## src/rtl/fir_command_sequencer.sv

```systemverilog
// Packet command sequencer between the SPI slave and the FIR filter: decodes
// 64-bit packets into filter runs, coefficient writes and status operations.
module fir_command_sequencer #(
    parameter int unsigned PACKET_SIZE     = 8,
    parameter int unsigned SAMPLES_NUM     = 2,
    parameter int unsigned SAMPLE_WIDTH    = 16,
    parameter int unsigned COEF_ADDR_WIDTH = 6,
    parameter int unsigned COEF_NUM        = 64,
    parameter int unsigned TIMEOUT_CYCLES  = 1024
) (
    input  logic                                clkIn,
    input  logic                                nResetIn,
    input  logic                                packetValidIn,
    input  logic [8*PACKET_SIZE-1:0]            packetIn,
    output logic                                firStartOut,
    output logic [SAMPLES_NUM*SAMPLE_WIDTH-1:0] firDataOut,
    input  logic                                firDoneIn,
    input  logic [8*PACKET_SIZE-1:0]            firResultIn,
    output logic                                coefWeOut,
    output logic [COEF_ADDR_WIDTH-1:0]          coefAddrOut,
    output logic [SAMPLE_WIDTH-1:0]             coefDataOut,
    output logic [8*PACKET_SIZE-1:0]            responseOut,
    output logic                                busyOut
);
    localparam int unsigned     PW         = 8 * PACKET_SIZE;
    localparam int unsigned     WD_W       = $clog2(TIMEOUT_CYCLES);
    localparam logic [WD_W-1:0] WD_LAST    = WD_W'(TIMEOUT_CYCLES - 1);
    localparam logic [8:0]      COEF_LIMIT = 9'(COEF_NUM);
    localparam logic [7:0]      OP_FILTER  = 8'h01;
    localparam logic [7:0]      OP_COEF    = 8'h02;
    localparam logic [7:0]      OP_STATUS  = 8'h03;
    localparam logic [7:0]      OP_CLEAR   = 8'h04;

    typedef enum logic [2:0] {
        S_IDLE,
        S_START,
        S_WAIT_DONE,
        S_COEF_WR,
        S_RESP
    } state_t;

    state_t                              state_q;
    logic                                pend_valid_q;
    logic [PW-1:0]                       pend_q;
    logic                                fir_start_q;
    logic [SAMPLES_NUM*SAMPLE_WIDTH-1:0] fir_data_q;
    logic                                coef_we_q;
    logic [COEF_ADDR_WIDTH-1:0]          coef_addr_q;
    logic [SAMPLE_WIDTH-1:0]             coef_data_q;
    logic [PW-1:0]                       response_q;
    logic [WD_W-1:0]                     wdog_q;
    logic                                flag_overrun_q;
    logic                                flag_illegal_q;
    logic                                flag_timeout_q;
    logic [15:0]                         frame_cnt_q;
    logic [7:0]                          drop_cnt_q;
    logic [7:0]                          illegal_cnt_q;

    logic [PW-1:0]           pkt;
    logic                    accept;
    logic [7:0]              opcode;
    logic [7:0]              arg;
    logic [SAMPLE_WIDTH-1:0] samp0;
    logic [SAMPLE_WIDTH-1:0] samp1;
    logic                    addr_ok;
    logic                    is_illegal;
    logic [PW-1:0]           status_word;
    logic                    unused_pkt_bits;

    // The pending slot always has priority over a packet arriving the same cycle.
    always_comb begin
        pkt        = pend_valid_q ? pend_q : packetIn;
        accept     = (state_q == S_IDLE) && (pend_valid_q || packetValidIn);
        opcode     = pkt[PW-1 -: 8];
        arg        = pkt[PW-9 -: 8];
        samp0      = pkt[PW-17 -: SAMPLE_WIDTH];
        samp1      = pkt[PW-17-SAMPLE_WIDTH -: SAMPLE_WIDTH];
        addr_ok    = ({1'b0, arg} < COEF_LIMIT);
        is_illegal = accept && ((opcode == OP_COEF) ? !addr_ok :
                                !(opcode inside {OP_FILTER, OP_STATUS, OP_CLEAR}));
        status_word = {8'h5A, 4'h0, pend_valid_q, flag_timeout_q, flag_illegal_q,
                       flag_overrun_q, frame_cnt_q, drop_cnt_q, illegal_cnt_q,
                       {(PW-48){1'b0}}};
    end

    assign unused_pkt_bits = ^pkt[PW-17-2*SAMPLE_WIDTH:0];

    always_ff @(posedge clkIn or negedge nResetIn) begin
        if (!nResetIn) begin
            state_q        <= S_IDLE;
            pend_valid_q   <= 1'b0;
            pend_q         <= '0;
            fir_start_q    <= 1'b0;
            fir_data_q     <= '0;
            coef_we_q      <= 1'b0;
            coef_addr_q    <= '0;
            coef_data_q    <= '0;
            response_q     <= '0;
            wdog_q         <= '0;
            flag_overrun_q <= 1'b0;
            flag_illegal_q <= 1'b0;
            flag_timeout_q <= 1'b0;
            frame_cnt_q    <= '0;
            drop_cnt_q     <= '0;
            illegal_cnt_q  <= '0;
        end else begin
            fir_start_q <= 1'b0;
            coef_we_q   <= 1'b0;

            case (state_q)
                S_IDLE: begin
                    if (accept && !is_illegal) begin
                        case (opcode)
                            OP_FILTER: begin
                                fir_data_q  <= {samp0, samp1};
                                fir_start_q <= 1'b1;
                                state_q     <= S_START;
                            end
                            OP_COEF: begin
                                coef_addr_q <= arg[COEF_ADDR_WIDTH-1:0];
                                coef_data_q <= samp0;
                                coef_we_q   <= 1'b1;
                                state_q     <= S_COEF_WR;
                            end
                            OP_STATUS: begin
                                response_q <= status_word;
                                state_q    <= S_RESP;
                            end
                            default: begin
                                flag_overrun_q <= 1'b0;
                                flag_illegal_q <= 1'b0;
                                flag_timeout_q <= 1'b0;
                                frame_cnt_q    <= '0;
                                drop_cnt_q     <= '0;
                                illegal_cnt_q  <= '0;
                                response_q     <= '0;
                            end
                        endcase
                    end
                end
                S_START: begin
                    wdog_q  <= '0;
                    state_q <= S_WAIT_DONE;
                end
                S_WAIT_DONE: begin
                    if (firDoneIn) begin
                        response_q  <= firResultIn;
                        frame_cnt_q <= frame_cnt_q + 16'd1;
                        state_q     <= S_IDLE;
                    end else if (wdog_q == WD_LAST) begin
                        flag_timeout_q <= 1'b1;
                        state_q        <= S_IDLE;
                    end else begin
                        wdog_q <= wdog_q + 1'b1;
                    end
                end
                default: state_q <= S_IDLE;
            endcase

            if (is_illegal) begin
                flag_illegal_q <= 1'b1;
                if (illegal_cnt_q != '1) illegal_cnt_q <= illegal_cnt_q + 8'd1;
            end

            // In IDLE a full slot drains this edge, so a new packet refills it without a drop.
            if (state_q == S_IDLE) begin
                if (pend_valid_q) begin
                    pend_valid_q <= packetValidIn;
                    if (packetValidIn) pend_q <= packetIn;
                end
            end else if (packetValidIn) begin
                if (!pend_valid_q) begin
                    pend_valid_q <= 1'b1;
                    pend_q       <= packetIn;
                end else begin
                    flag_overrun_q <= 1'b1;
                    if (drop_cnt_q != '1) drop_cnt_q <= drop_cnt_q + 8'd1;
                end
            end
        end
    end

    assign firStartOut = fir_start_q;
    assign firDataOut  = fir_data_q;
    assign coefWeOut   = coef_we_q;
    assign coefAddrOut = coef_addr_q;
    assign coefDataOut = coef_data_q;
    assign responseOut = response_q;
    assign busyOut     = (state_q != S_IDLE) || pend_valid_q;

endmodule

```

## config.mk

```make
export PLATFORM = sky130hd
export DESIGN_NAME = fir_command_sequencer
export DESIGN_NICKNAME = d
export VERILOG_FILES = /design/src/rtl/fir_command_sequencer.sv
export SDC_FILE = /design/constraint.sdc
export NUM_CORES = 1
export LEC_CHECK = 0
export CAP_MARGIN = 20
export CORE_ASPECT_RATIO = 1.1
export CORE_UTILIZATION = 45
export CTS_CLUSTER_DIAMETER = 150
export DETAILED_ROUTE_END_ITERATION = 10
export MAX_ROUTING_LAYER = met4
export PLACE_DENSITY = 0.87
export SLEW_MARGIN = 15
export SYNTH_ARGS = -nofsm -noshare
export SYNTH_HDL_FRONTEND = slang
export SYNTH_SLANG_ARGS = --single-unit
```

## constraint.sdc

```tcl
create_clock -name clkIn -period 2.35 [get_ports clkIn]
set_clock_uncertainty 0.2 [all_clocks]
set_input_delay 0.235 -clock clkIn [delete_from_list [all_inputs] [get_ports clkIn]]
set_output_delay 0.235 -clock clkIn [all_outputs]
set_load 0.05 [all_outputs]
```

==> results of run 1 <==
[worst max-delay path: stages, from the launching register on]
cell	delay [ps]
dfrtp_2	380
buf_6	110
buf_6	160
buf_6	140
a221oi_2	60
buf_4	170
buf_4	140
buf_4	130
buf_6	120
o211a_4	260
buf_12	130
a2111o_1	380
o21ai_0	150
[layer usage]
metal / vias up / global-route usage (%) / wire [um]
li1: 3981 / - / -
met3: 81 / 6.26 / 2460
met1: 4375 / 30.1 / 12100
met2: 378 / 42.8 / 16100
met5: - / - / 0
met4: 0 / 6.27 / 935
[cell type report]
type / instances / area [um2]
fill: 1498 / 6930
sequential: 217 / 5430
multi-input combinational: 659 / 4760
timing repair buffer: 367 / 3870
clock buffer: 35 / 681
tap: 295 / 369
inverter: 29 / 109
clock inverter: 4 / 23.8
[sequential cells by signal (all words and copies together) (netlist names)]
| signal | count |
|---|---|
| frame_cnt_q | 16 |
| drop_cnt_q | 8 |
| flag_overrun_q | 1 |
| firStartOut | 1 |
| state_q | 3 |
| coefWeOut | 1 |
| coefDataOut | 16 |
| firDataOut | 32 |
| pend_q | 48 |
| illegal_cnt_q | 8 |
| wdog_q | 10 |
| flag_illegal_q | 1 |
| coefAddrOut | 6 |
| responseOut | 64 |
| flag_timeout_q | 1 |
| pend_valid_q | 1 |
[worst max path at each step]
stage / from / end / slack, ps / cells past startpoint
global route: pend_valid_q / frame_cnt_q[12] / -310 / 12
global placement: packetIn[60] / responseOut[27] / -850 / 9
CTS: pend_valid_q / responseOut[32] / -280 / 10
detailed placement: packetIn[60] / responseOut[4] / -960 / 9
floorplan: packetIn[60] / responseOut[16] / -320 / 9
finish: pend_valid_q / frame_cnt_q[12] / -290 / 12
[cell families after synthesis]
family	Yosys count
AO/OA/AOI/OAI	164
XOR/XNOR	16
adder cells (fa/ha/maj)	5
buffers and inverters	80
flip-flops	217
multiplexers	159
AND/OR/NAND/NOR	315
[where the power goes]
part	switching [mW]	internal [mW]
Combinational	1.26	0.985
Sequential	0.316	4.16
Clock	1.47	1.98
[cells in the final DEF (no fill, tap or decap), drive strengths merged, types with 3 or more instances in the layout]
master         synthesis  final
clkdlybuf4s50          0    230
dfrtp                217    217
nand2                168    168
buf                    9    123
o21ai                 91     91
mux2                  89     89
mux2i                 70     70
nor2                  57     57
clkbuf                42     41
a21oi                 34     34
inv                   29     29
nand3                 21     21
nor3                  14     14
and3                  12     12
xor2                  10     10
nor2b                  6      6
xnor2                  6      6
and2                   5      5
nand4                  5      5
dlygate4sd3            0      5
nand2b                 5      5
or3                    5      5
a21o                   4      4
ha                     4      4
clkinv                 0      4
nor4                   4      4
o31ai                  3      3
o211ai                 3      3
or2                    3      3
o211a                  3      3
a31oi                  3      3
and4                   3      3
[what timing repair did]
item / CTS / global route
gates cloned: 5 / 11
buffers inserted: 18 / 19
resized for setup: 56 / 69
pin swaps: 18 / 19
hold buffers: 5 / 0
setup endpoints to repair: 133 / 157
endpoints found under the hold margin: 221 / 0
[cells in the mapped netlist, drive strengths merged (2+ instances only)]
master   count
a2111o       2
a211o        2
a211oi       2
a21bo        2
a21boi       2
a21o         4
a21oi       34
a31oi        3
and2         5
and3        12
and4         3
buf          9
clkbuf      42
dfrtp      217
ha           4
inv         29
mux2        89
mux2i       70
nand2      168
nand2b       5
nand3       21
nand4        5
nor2        57
nor2b        6
nor3        14
nor3b        2
nor4         4
o2111ai      2
o211a        3
o211ai       3
o21a         2
o21ai       91
o31ai        3
or2          3
or3          5
xnor2        6
xor2        10
[stage by stage]
stage	instances	power (mW)	setup TNS, ps	util, %
after detailed placement	1513	6.66	-109340	60.9
after global placement	1513	6.57	-99020	60.9
final	1606	10.2	-14940	68.7
after CTS	1579	10.2	-15430	66.4
after floorplan	956	5.68	-20360	-
after global routing	1606	10.6	-22070	68.7
==> out/results.ini, run 1 <==
[floorplanning]
rows=57
io_pins=253
die-area_um2=23300
initial_core_util_pct=46.1
die_y_um=160
core-area_um2=22200
die_w_um=146

[place]
routabilityCongestion=0.844
dp_slack_ps=-958
hpwl_um=18100
place_area_um2=13500
port_buffers=236

[synth]
synth_compound_area_share_pct=9.50
synth_edf_count=0
syn_nets=1092
ys_ff_latch=217
synth_top_family_by_area=multiplexers
synthAdderAreaFrac_pct=0.587
ys_warn_count=0
synthMuxAreaShare_pct=18.0
yosysTopAreaCell=dfrtp_1
syn_avg_cell_area_um2=10.7
syn_inst=956
synth_top_cell_area_share_pct=53.1
synth_cell_types=60
synth_flop_cell=dfrtp_1
syn-cell-area_um2=10200
yosys.area_share.simple_pct=13.6
synthTopCellsByArea=dfrtp_1 53%, mux2i_1 6.9%, nand2_1 6.2%
ys_async_sr_fraction_pct=100
synth_sequential_area_ratio_pct=53.1
synthXorXnorAreaFrac_pct=1.37

[sta]
hold_violations=0
min_period_ps=2640
slew_violations=0
min_period_over_period_pct=112
worst-slew-pin-transition_ps=656
fmax_ghz=0.378
hold_ws_ps=68.2
slew-limit-headroom_pct=56.3
fin_ws_ps=-293
setup_viol=116
rsz0062_at_grt=yes

[cts]
h-tree-depth=1
cts-buffers-inserted=23
cts_tree=yes
clock_latency_ps=510
cts-root-buf=clkbuf_16
clk_pin_slew_ps=60
cts.sinks=217
clk_path_buf_depth=3

[power]
ir_drop_v=0.000722
p_leak_nw=6.56
powerDensity_nw_per_um2=668

[grt]
grt_pass1_wl_um=46500
grtUsageTotal_pct=25.3
grt_pass1_vias=9026
grt_remaining_overflow=0
grt_antenna_before_repair=0
grt_max_degree=71

[critical_path]
critical_path_class=reg -> reg
end_kind=register
regToRegEndpoint=frame_cnt_q[12]
arrival_ps=2830
r2r_cells=12
cp_max_fo=12
r2r_start=pend_valid_q
r2r_setup_slack_ps=-290
worstPathRequired_ps=2540
crit_path_start_kind=register

[routing]
drt-initial-drc-count=516
first_pass_iters=4
wirelength_um=31500
wl_per_cell_um=19.6
viasPerCell=5.49
route.detailed.drc=0
ant_nets=0
vias=8815

[job]
drv_cap=0

[layout]
layout-drive-gt1-share_pct=24.1
design_area_um2=15200
num_antenna_cells=0
nets=1433
area_delta_synth_final_pct=49.1

[worst_hold_path]
hold_path.class=in -> async

[outcome]
status=complete, but fails checks
violations=setup timing

No activity file was read; power rests on OpenSTA's default activity.
==> inputs of run 2 (changes only) <==
--- a/config.mk
+++ b/config.mk
@@ -11,8 +11,8 @@
 export CTS_CLUSTER_DIAMETER = 150
 export DETAILED_ROUTE_END_ITERATION = 10
 export MAX_ROUTING_LAYER = met4
-export PLACE_DENSITY = 0.87
-export SLEW_MARGIN = 15
+export PLACE_DENSITY = 0.83
+export SLEW_MARGIN = 20
 export SYNTH_ARGS = -nofsm -noshare
 export SYNTH_HDL_FRONTEND = slang
 export SYNTH_SLANG_ARGS = --single-unit
==> run 2 against run 1 <==
The run still ends with setup timing left. Cell count fell by 1.4%. Worst hold slack lost 12 ps. Global-route usage decreased by 0.80 points. Via count shrank 4.9%. Clock-buffer cell count decreased by 3. Total power rose by 3.8%. Register-to-register slack gained 40 ps. First-iteration DRC count decreased by 16%. Maximum frequency is 1.7% higher. Critical path type unchanged.
==> out/results.ini, run 2 (same netlist as run 1, synthesis figures left out) <==
[layout]
final_util_pct=67.4  ; was 68.7%
final_cells=1583  ; was 1606
nets=1408  ; was 1433
design_area_um2=14900  ; was 15200 um2
area_delta_synth_final_pct=46.1  ; was 49.1%
largest_reg_flops=64  ; unchanged
layout-drive-gt1-share_pct=20.7  ; was 24.1%
final_common_cell=clkdlybuf4s50_1  ; unchanged
final_cell_mix=230 x clkdlybuf4s50_1, 216 x dfrtp_1, 168 x nand2_1  ; was 230 x clkdlybuf4s50_1, 216 x dfrtp_1, 163 x nand2_1

[floorplanning]
die_w_um=146  ; unchanged
rows=57  ; unchanged
core-area_um2=22200  ; unchanged
io_pins=253  ; unchanged
die-area_um2=23300  ; unchanged
die_y_um=160  ; unchanged
initial_core_util_pct=46.1  ; unchanged

[outcome]
status=complete, but fails checks  ; unchanged
violations=setup timing  ; unchanged

[sta]
fin_ws_ps=-248  ; was -293 ps
hold_violations=0  ; unchanged
fmax_ghz=0.385  ; was 0.378 GHz
min_period_ps=2600  ; was 2640 ps
slew_violations=0  ; unchanged
worst-slew-pin-transition_ps=670  ; was 656 ps
setup_viol=115  ; was 116
setup_tns_ps=-13690  ; was -14940 ps
rsz0062_at_grt=yes  ; unchanged
slew-limit-headroom_pct=55.3  ; was 56.3%
min_period_over_period_pct=111  ; was 112%

[routing]
first_pass_iters=5  ; was 4
viasPerCell=5.29  ; was 5.49
wirelength_um=28000  ; was 31500 um
ant_nets=0  ; unchanged
vias=8381  ; was 8815
route.detailed.drc=0  ; unchanged
drt-initial-drc-count=433  ; was 516
wl_per_cell_um=17.7  ; was 19.6 um

[cts]
cts.sinks=217  ; unchanged
cts-root-buf=clkbuf_16  ; unchanged
clk_path_buf_depth=3  ; unchanged
clock_latency_ps=520  ; was 510 ps
cts_tree=yes  ; unchanged
h-tree-depth=1  ; unchanged
clk_pin_slew_ps=60  ; about the same
cts-buffers-inserted=24  ; was 23

[power]
internal-power_mw=7.55  ; was 7.13 mW
p_switching_mw=3.02  ; was 3.05 mW
ir_drop_v=0.000786  ; was 0.000722 V
p_leak_nw=6.41  ; was 6.56 nW
powerDensity_nw_per_um2=707  ; was 668 nW/um2
pwr-share-clk_pct=37.2  ; was 34.0%
seqPwrFrac_pct=42.0  ; was 44.0%
comb_power_share_pct=20.8  ; was 22.1%
switching_share_pct=28.6  ; was 29.9%

[place]
dp_slack_ps=-875  ; was -958 ps
port_buffers=236  ; unchanged
hpwl_um=17700  ; was 18100 um
dp_cells=1512  ; was 1513
place_area_um2=13500  ; about the same
routabilityCongestion=0.874  ; was 0.844

[critical_path]
end_kind=register  ; unchanged
critical_path_class=reg -> reg  ; unchanged
crit_path_start_kind=register  ; unchanged
cp_max_fo=5  ; was 12
worstPathRequired_ps=2540  ; about the same
arrival_ps=2790  ; was 2830 ps

[grt]
grt_max_degree=79  ; was 71
grtUsageTotal_pct=24.5  ; was 25.3%
grt_remaining_overflow=0  ; unchanged
grt_pass1_wl_um=45000  ; was 46500 um
grt_antenna_before_repair=1  ; was 0
grt_pass1_vias=8804  ; was 9026

[worst_hold_path]
hold_path.class=in -> async  ; unchanged

[job]
drv_cap=0  ; unchanged

==> run 2: changes by cell type in the layout (fill, tap and decap cells not counted), moves of 3 or more <==
cell	previous run	this run
buf_12	21	15
buf_4	74	66
buf_6	22	8
bufinv_16	0	3
clkbuf_1	6	2
nand2_1	163	168
nand2_2	5	0
o21ai_0	47	50
o21ai_1	26	39
o21ai_2	14	0
==> run 2: what timing repair did <==
item	4_1_cts	5_1_grt
gates cloned	6	3
setup buffers	13	5
resized for setup	50	16
hold buffers	5	0
pin swaps	16	13
endpoints found under the hold margin	143	0
setup endpoints to repair	129	154
==> run 2: final timing paths <==
path,cells after the start,slack (ps),end,from
max,10,-250,responseOut[16],pend_valid_q
min,2,60,firDataOut[6],nResetIn
max reg2reg,10,-250,responseOut[16],pend_valid_q
min reg2reg,2,290,firDataOut[25],firDataOut[25]
max in group asynchronous,3,1040,pend_q[18],nResetIn
min in group clkIn,3,80,responseOut[5],firResultIn[5]
==> run 2: through the flow <==
stage	hold WS, ps	power, mW
2_1_floorplan	-261	5.68
3_3_place_gp	18.4	6.57
3_5_place_dp	19.1	6.65
4_1_cts	65.8	10.6
5_1_grt	78.0	11.0
6_report	55.8	10.6
==> run 2: critical path, cell delays in order (launching register included) <==
cell and delay (ps):
dfrtp_2 450, nor3_4 130, or4bb_4 480, a21bo_4 210, o21ai_4 70, o21ai_4 170, buf_6 120, buf_6 110
buf_12 100, buf_16 110, mux2_4 300
==> run 2: area by class of cell <==
cell class | instances | area (um2)
clock buffer | 32 | 702
inverter | 29 | 109
multi-input combinational | 659 | 4620
clock inverter | 9 | 126
timing repair buffer | 341 | 3580
fill | 1623 | 7240
sequential | 217 | 5430
antenna | 1 | 2.50
tap | 295 | 369
==> run 2: power groups by stage <==
| stage | Combinational, mW | Clock (mW) | Sequential [mW] |
|---|---|---|---|
| finish | 2.19 | 3.93 | 4.44 |
| detailed placement | 2.16 | 0 | 4.49 |
| global placement | 2.10 | 0 | 4.46 |
| global route | 2.33 | 4.16 | 4.48 |
| CTS | 2.19 | 3.99 | 4.43 |
| floorplan | 0.541 | 0 | 5.14 |
==> run 2: routing by layer <==
metal	track usage (%)	up-vias	part of all wire [%]
met2	40.8	299	49
met1	29.2	4086	40
met3	6.31	55	8.1
li1	-	3941	-
met5	-	-	0
met4	7.03	0	2.3
==> inputs of run 3 (changes only) <==
--- a/config.mk
+++ b/config.mk
@@ -12,6 +12,7 @@
 export DETAILED_ROUTE_END_ITERATION = 10
 export MAX_ROUTING_LAYER = met4
 export PLACE_DENSITY = 0.83
+export SKIP_LAST_GASP = 1
 export SLEW_MARGIN = 20
 export SYNTH_ARGS = -nofsm -noshare
 export SYNTH_HDL_FRONTEND = slang
==> run 3 against run 2 <==
The run still ends with setup timing left. Largest cell class unchanged. Worst hold slack got worse by 1.0 ps. Final area barely moved. Largest power group unchanged. Non-clock buffer count did not move. Setup slack improved by 2.6 ps. Highest routed layer unchanged. Total power barely moved.
==> out/results.ini, run 3 (same netlist as run 1, synthesis figures left out) <==
[outcome]
status=complete, but fails checks  ; unchanged
violations=setup timing  ; unchanged

[cts]
cts.sinks=217  ; unchanged
cts-root-buf=clkbuf_16  ; unchanged
cts-buffers-inserted=24  ; unchanged
h-tree-depth=1  ; unchanged
clk_path_buf_depth=3  ; unchanged
clk_pin_slew_ps=60  ; about the same
clock_latency_ps=520  ; about the same
cts_tree=yes  ; unchanged

[floorplanning]
initial_core_util_pct=46.1  ; unchanged
die_y_um=160  ; unchanged
rows=57  ; unchanged
die_w_um=146  ; unchanged
core-area_um2=22200  ; unchanged
die-area_um2=23300  ; unchanged
io_pins=253  ; unchanged

[power]
powerDensity_nw_per_um2=708  ; was 707 nW/um2
internal-power_mw=7.55  ; about the same
power_mw=10.6  ; about the same
seqPwrFrac_pct=42.0  ; about the same
p_switching_mw=3.02  ; about the same
switching_share_pct=28.6  ; about the same
ir_drop_v=0.000786  ; about the same
pwr-share-clk_pct=37.2  ; about the same
p_leak_nw=6.41  ; about the same
comb_power_share_pct=20.8  ; about the same

[sta]
hold_ws_ps=54.8  ; was 55.8 ps
setup_tns_ps=-13950  ; was -13690 ps
rsz0062_at_grt=yes  ; unchanged
worst-slew-pin-transition_ps=668  ; was 670 ps
min_period_over_period_pct=110  ; was 111%
fmax_ghz=0.385  ; about the same
min_period_ps=2600  ; about the same
fin_ws_ps=-246  ; was -248 ps
hold_violations=0  ; unchanged
slew-limit-headroom_pct=55.4  ; was 55.3%
slew_violations=0  ; unchanged
setup_viol=115  ; unchanged

[layout]
layout-drive-gt1-share_pct=20.6  ; was 20.7%
final_cell_mix=230 x clkdlybuf4s50_1, 216 x dfrtp_1, 168 x nand2_1  ; unchanged
area_delta_synth_final_pct=46.1  ; about the same
design_area_um2=14900  ; about the same
nets=1408  ; unchanged
final_common_cell=clkdlybuf4s50_1  ; unchanged
final_util_pct=67.3  ; was 67.4%
largest_reg_flops=64  ; unchanged

[place]
place_area_um2=13500  ; unchanged
routabilityCongestion=0.874  ; unchanged
port_buffers=236  ; unchanged
hpwl_um=17700  ; unchanged

[grt]
grtUsageTotal_pct=24.5  ; about the same
grt_pass1_wl_um=45000  ; about the same
grt_remaining_overflow=0  ; unchanged
grt_antenna_before_repair=1  ; unchanged
grt_max_degree=79  ; unchanged
grt_pass1_vias=8780  ; was 8804

[critical_path]
cp_max_fo=5  ; unchanged
path_cells=nor3_4 > or4bb_4 > a21bo_4 > o21ai_4 > o21ai_4 > buf_6 > buf_6 > buf_12 > buf_16 > mux2_4  ; unchanged
arrival_ps=2780  ; was 2790 ps
end_kind=register  ; unchanged
critical_path_class=reg -> reg  ; unchanged
crit_buf_inv=4  ; unchanged
crit_path_start_kind=register  ; unchanged
cp_slowest_cell=or4bb_4  ; unchanged
cp.depth=10  ; unchanged
regToRegEndpoint=responseOut[16]  ; unchanged
path_delay_family=simple AND/OR/NAND/NOR gates  ; unchanged
r2r_start=pend_valid_q  ; unchanged
worstPathRequired_ps=2540  ; about the same
slowest_delay_ps=480  ; about the same
r2r_setup_slack_ps=-250  ; about the same
r2r_cells=10  ; unchanged

[routing]
route.detailed.drc=0  ; unchanged
vias=8396  ; was 8381
drt-initial-drc-count=367  ; was 433
wl_per_cell_um=17.7  ; about the same
ant_nets=0  ; unchanged
first_pass_iters=5  ; unchanged
wirelength_um=28000  ; about the same
viasPerCell=5.30  ; was 5.29

[job]
drv_cap=0  ; unchanged

[worst_hold_path]
hold_path.class=in -> async  ; unchanged

-- run 3: layout make-up --
| class | instances | area, um2 |
|---|---|---|
| inverter | 29 | 109 |
| clock buffer | 32 | 702 |
| sequential | 217 | 5430 |
| antenna | 1 | 2.50 |
| fill | 1628 | 7250 |
| tap | 295 | 369 |
| timing repair buffer | 341 | 3570 |
| clock inverter | 9 | 126 |
| multi-input combinational | 659 | 4620 |
-- run 3: power by group through the flow --
stage	registers [mW]	clock network (mW)	logic (mW)
final	4.44	3.94	2.20
after CTS	4.43	3.99	2.19
after global routing	4.49	4.16	2.33
after floorplan	5.14	0	0.541
after detailed placement	4.49	0	2.16
after global placement	4.46	0	2.10
-- run 3: how the worst max path moves through the flow --
stage / start / end / slack (ps)
finish: pend_valid_q / responseOut[16] / -250
global route: pend_valid_q / responseOut[23] / -330
CTS: pend_valid_q / responseOut[19] / -200
detailed placement: packetIn[60] / responseOut[58] / -880
global placement: packetIn[60] / responseOut[38] / -770
floorplan: packetIn[60] / responseOut[16] / -320
-- run 3: metal layers --
layer,vias up,wire (um),track usage [%]
met5,-,0,-
met4,0,633,6.84
met3,55,2200,6.20
met2,301,13900,40.8
met1,4093,11300,29.3
li1,3947,-,-
-- run 3: stage by stage --
stage	worst slack [ps]	std cells
after floorplan	-318	956
after global placement	-772	1512
after detailed placement	-875	1512
after CTS	-200	1575
after global routing	-328	1583
final	-246	1583
-- run 3: timing repair --
item / CTS / global route
hold endpoints to repair: 143 / 0
pin swaps: 16 / 13
hold buffers: 5 / 0
setup buffers: 13 / 5
cloned: 6 / 3
gates resized for setup: 47 / 16
endpoints found under the setup margin: 129 / 154
